File: src/rtl/button_cond_pkg.sv
// Shared types and helpers for the push-button conditioner.
package button_cond_pkg;

  typedef enum logic [1:0] {
    IDLE,
    PRESS_CHK,
    PRESSED,
    RELEASE_CHK
  } btn_state_t;

  // Width that holds counts up to max(a, b) - 1; never less than one bit.
  function automatic int unsigned cnt_width(input int a, input int b);
    int m;
    m = (a > b) ? a : b;
    return (m < 2) ? 1 : int'($clog2(m));
  endfunction

endpackage

File: src/rtl/sync_2ff.sv
// Generic 1-bit two-flop synchronizer, synchronous active-low reset to 0.
module sync_2ff (
  input  logic clk,
  input  logic rst,
  input  logic d,
  output logic q
);

  logic meta;

  always_ff @(posedge clk) begin
    if (!rst) begin
      meta <= 1'b0;
      q    <= 1'b0;
    end else begin
      meta <= d;
      q    <= meta;
    end
  end

endmodule

File: src/rtl/button_pulse_conditioner.sv
// Debounces a raw push-button into a one-cycle count strobe plus a clean level.
// Optional auto-repeat while held is enabled by defining AUTO_REPEAT_EN.
module button_pulse_conditioner
  import button_cond_pkg::*;
#(
  parameter int unsigned DEBOUNCE_CYCLES = 500000,
  parameter int unsigned REPEAT_CYCLES   = 10000000,
  parameter int unsigned BTN_ACTIVE_LOW  = 0
) (
  input  logic clk,
  input  logic rst,
  input  logic btn_in,
  output logic pulse,
  output logic level
);

  localparam int unsigned CW = cnt_width(int'(DEBOUNCE_CYCLES), int'(REPEAT_CYCLES));
  localparam logic [CW-1:0] DB_LAST = CW'(DEBOUNCE_CYCLES - 1);

  btn_state_t    state;
  logic [CW-1:0] db_cnt;
  logic          btn_pol;
  logic          s;

  assign btn_pol = (BTN_ACTIVE_LOW != 0) ? ~btn_in : btn_in;

  sync_2ff u_sync (
    .clk (clk),
    .rst (rst),
    .d   (btn_pol),
    .q   (s)
  );

`ifdef AUTO_REPEAT_EN
  localparam logic [CW-1:0] RP_LAST = CW'(REPEAT_CYCLES - 1);
  logic [CW-1:0] rep_cnt;
`endif

  // Debounce FSM; pulse defaults low so every strobe lasts exactly one cycle.
  always_ff @(posedge clk) begin
    if (!rst) begin
      state  <= IDLE;
      db_cnt <= '0;
      pulse  <= 1'b0;
      level  <= 1'b0;
`ifdef AUTO_REPEAT_EN
      rep_cnt <= '0;
`endif
    end else begin
      pulse <= 1'b0;
      case (state)
        IDLE: begin
          level <= 1'b0;
          if (s) begin
            state  <= PRESS_CHK;
            db_cnt <= '0;
          end
        end
        PRESS_CHK: begin
          if (!s) begin
            state <= IDLE;
          end else if (db_cnt == DB_LAST) begin
            state <= PRESSED;
            pulse <= 1'b1;
            level <= 1'b1;
`ifdef AUTO_REPEAT_EN
            rep_cnt <= '0;
`endif
          end else begin
            db_cnt <= db_cnt + CW'(1);
          end
        end
        PRESSED: begin
          if (!s) begin
            state  <= RELEASE_CHK;
            db_cnt <= '0;
`ifdef AUTO_REPEAT_EN
            rep_cnt <= '0;
          end else if (rep_cnt == RP_LAST) begin
            pulse   <= 1'b1;
            rep_cnt <= '0;
          end else begin
            rep_cnt <= rep_cnt + CW'(1);
`endif
          end
        end
        RELEASE_CHK: begin
`ifdef AUTO_REPEAT_EN
          rep_cnt <= '0;
`endif
          // A glitch back to pressed is a release bounce, not a new press.
          if (s) begin
            state <= PRESSED;
          end else if (db_cnt == DB_LAST) begin
            state <= IDLE;
            level <= 1'b0;
          end else begin
            db_cnt <= db_cnt + CW'(1);
          end
        end
        default: begin
          state <= IDLE;
          level <= 1'b0;
        end
      endcase
    end
  end

endmodule

File: config.mk
export PLATFORM = sky130hd
export DESIGN_NAME = button_pulse_conditioner
export DESIGN_NICKNAME = d
export VERILOG_FILES = /design/src/rtl/button_cond_pkg.sv /design/src/rtl/sync_2ff.sv /design/src/rtl/button_pulse_conditioner.sv
export SDC_FILE = /design/constraint.sdc
export NUM_CORES = 1
export LEC_CHECK = 0
export BUFFER_PORTS_ARGS = -buffer_cell sky130_fd_sc_hd__buf_4
export CAP_MARGIN = 10
export CORE_MARGIN = 1
export CORE_UTILIZATION = 35
export DETAILED_ROUTE_END_ITERATION = 7
export GPL_ROUTABILITY_DRIVEN = 0
export PLACE_DENSITY = 0.55
export SYNTH_ARGS = -nofsm -noshare
export SYNTH_HDL_FRONTEND = slang
export SYNTH_SLANG_ARGS = --single-unit
export TNS_END_PERCENT = 1
File: constraint.sdc
create_clock -name clk -period 4.1 [get_ports clk]
set_input_delay 0.615 -clock clk [delete_from_list [all_inputs] [get_ports clk]]
set_output_delay 0.615 -clock clk [all_outputs]
set_load 0.005 [all_outputs]
==> impl_metrics.py <==
metrics = {
    "run_status": {
        "status": "finished clean",
    },
    "clock_network": {
        "cts_tree": "done",
        "clockBufferDepth": 2,
        "post_cts_buffers": 0,
        "clock_latency_ns": 0.28,
        "clk_pin_slew_worst_paths_ns": 0.06,
        "htreeDepth": 2,
        "cts_hold_buf": 0,
        "cts_sinks": 30,
        "cts_buffers": 5,
        "cts_root_buf": "clkbuf_8",
        "cts_resized": 0,
    },
    "setup_path": {
        "critical_path_class": "flip-flop to flip-flop",
        "critPathCapture": "db_cnt[4]$_SDFFE_PN0P_",
        "r2r-end": "db_cnt[4]$_SDFFE_PN0P_",
        "cp.arrival_ns": 2.18,
        "r2r-start": "db_cnt[18]$_SDFFE_PN0P_",
        "r2r_slack_ns": 2.13,
        "worstSetupStartpoint": "db_cnt[18]$_SDFFE_PN0P_",
        "cp.required_ns": 4.31,
        "cp.depth": 5,
        "cp_slowest_cell": "or4b_4",
        "endpoint_kind": "flip-flop",
        "path_cells": "or4b_4 -> nor4_4 -> and3_1 -> o21ai_0 -> a21oi_1",
        "cp-start-kind": "flip-flop",
        "cp_slowest_stage_delay_ns": 0.50,
        "worst-r2r-cell-count": 5,
        "cpLargestDelayFamily": "simple AND/OR/NAND/NOR gates",
        "crit_buf_inv": 0,
        "cp_max_fo": 9,
    },
    "final_layout": {
        "final_util_pct": 40.1,
        "finalNetCount": 177,
        "antenna_cells": 0,
        "area_delta_synth_final_pct": 9.87,
        "drive_gt1_share_pct": 11.0,
    },
    "sta": {
        "rsz0062_at_grt": "no",
        "fin_skew_ns": 0.00495,
        "tns_ns": 0,
        "period_minus_slack_ns": 1.97,
        "relSlewSlack_pct": 65.5,
        "finalSetupViolations": 0,
        "slew_viol_final": 0,
        "post-route-period-util_pct": 48.1,
        "hold_violations": 0,
        "max_freq_ghz": 0.507,
        "tightest_slew_ns": 0.516,
    },
    "yosys": {
        "ys_seq_area_share_pct": 40.9,
        "syn-num-nets": 170,
        "yosys_warnings": 0,
        "synth_top_area_share_pct": 40.9,
        "ys_top_cells_by_count": "30 x dfxtp_1, 21 x nor2_1, 16 x nand2_1",
        "synth_area_leaders": "dfxtp_1 41%, xor2_1 7.1%, nor2_1 5.4%",
        "syn_area_per_cell_um2": 8.86,
        "synth_most_common_cell": "dfxtp_1",
        "async_flop_share_pct": 0,
        "synth_seq_cells": 30,
        "ys.flop_type": "dfxtp_1",
        "syn_area_um2": 1470,
        "syn_inst": 166,
        "synth_cell_types": 39,
        "synth.largest_area_cell": "dfxtp_1",
        "synth_edf_count": 0,
    },
    "floorplan": {
        "fp.dieH_um": 66.8,
        "die_w_um": 66.8,
        "start_util_pct": 36.5,
        "core.rowCount": 23,
        "dieArea_um2": 4460,
        "core-area_um2": 4030,
        "io_pins": 5,
    },
    "power": {
        "power.internal_mw": 0.426,
        "ir_worst_vdd_v": 0.000190,
        "sequentialPowerShare_pct": 54.9,
        "pwr-share-comb_pct": 2.5,
        "switching_share_pct": 20.6,
        "p_leak_nw": 0.555,
        "power_frac_clock_pct": 42.6,
        "switchingPower_mw": 0.111,
        "p_per_area_nw_per_um2": 333,
    },
    "global_route": {
        "grt_pass1_wl_um": 5330,
        "grt_pass1_vias": 1153,
        "antenna_found_initial": 0,
        "grt_max_degree": 20,
        "gr-usage-all-layers_pct": 16.2,
        "overflow": 0,
    },
    "detailed_routing": {
        "totalWireLength_um": 2940,
        "wl_per_cell_um": 13.2,
        "drt-initial-drc-count": 65,
        "drtPass1Iterations": 4,
        "viasPerCell": 5.43,
        "drc": 0,
        "dr_total_vias": 1205,
        "detail-route-antenna-nets": 0,
    },
    "worst_hold_path": {
        "worstHoldPathType": "flip-flop to flip-flop",
    },
    "placed_design": {
        "port_buffers": 4,
        "dp_hpwl_um": 2030,
    },
    "flow_run": {
        "maxCapViolCount": 0,
    },
}
cell families after synthesis:
| kind of cell | Yosys count | share of synthesized area, % |
|---|---|---|
| XOR/XNOR | 18 | 12.0 |
| buffers and inverters | 7 | 3.06 |
| AO/OA/AOI/OAI | 19 | 7.66 |
| adder cells (fa/ha/maj) | 1 | 0.851 |
| AND/OR/NAND/NOR | 91 | 35.6 |
| flip-flops | 30 | 40.9 |
state kept, by name (all words and copies together), names as in the netlist, named ones only:
signal	flops
db_cnt	24
level	1
pulse	1
state	1
u_sync.meta	1
u_sync.q	1
layer usage:
metal,routed length (um),vias to the layer above,part of all wire (%),global-route usage [%]
met5,0,-,0,0
met1,1430,559,49,21.6
met2,1310,35,45,24.0
met3,143,5,4.9,5.14
met4,54,0,1.8,6.38
li1,-,606,-,-
worst min-delay path by stage:
stage / startpoint / end / slack, ns / cells after the start
global placement: u_sync.meta$_SDFF_PN0_ / u_sync.q$_SDFF_PN0_ / 0.43 / 1
detailed placement: u_sync.meta$_SDFF_PN0_ / u_sync.q$_SDFF_PN0_ / 0.43 / 1
global route: u_sync.meta$_SDFF_PN0_ / u_sync.q$_SDFF_PN0_ / 0.47 / 1
CTS: u_sync.meta$_SDFF_PN0_ / u_sync.q$_SDFF_PN0_ / 0.45 / 1
finish: u_sync.meta$_SDFF_PN0_ / u_sync.q$_SDFF_PN0_ / 0.44 / 1
floorplan: u_sync.meta$_SDFF_PN0_ / u_sync.q$_SDFF_PN0_ / 0.41 / 1
placed cells by master, fill, tap and decap left out, drive strengths merged:
master / count
a211oi: 1
a21o: 1
a21oi: 5
a31oi: 2
and2: 4
and3: 5
and4: 1
buf: 5
clkbuf: 6
dfxtp: 30
ha: 1
inv: 2
nand2: 16
nand2b: 1
nand3: 14
nand4: 11
nor2: 22
nor2b: 1
nor3: 3
nor3b: 1
nor4: 2
nor4b: 1
o211ai: 3
o21ai: 6
o31ai: 1
or3: 3
or4: 3
or4b: 3
xnor2: 6
xor2: 12
power groups by stage:
stage / Clock [mW] / Combinational (mW) / Sequential [mW]
2_1_floorplan: 0 / 0.00948 / 0.300
3_3_place_gp: 0 / 0.0135 / 0.301
3_5_place_dp: 0 / 0.0138 / 0.301
4_1_cts: 0.236 / 0.0138 / 0.295
5_1_grt: 0.250 / 0.0150 / 0.295
6_report: 0.229 / 0.0135 / 0.295
layout make-up:
cell class / instances / area (um2)
fillers: 417 / 2410
multi-input cells: 129 / 825
flip-flops and latches: 30 / 601
clock buffers: 6 / 82.6
well taps: 50 / 62.6
repair buffers: 5 / 37.5
inverters: 2 / 7.51
per-stage QoR:
step	std cells	total power, mW	hold slack, ns	cell area [um2]	setup WS (ns)
2_1_floorplan	166	0.310	0.412	1470	2.32
3_3_place_gp	216	0.315	0.435	1530	2.23
3_5_place_dp	216	0.315	0.435	1530	2.17
4_1_cts	222	0.545	0.449	1620	2.16
5_1_grt	222	0.560	0.465	1620	1.98
6_report	222	0.537	0.441	1620	2.13
Power figures use the tool's default switching activity.
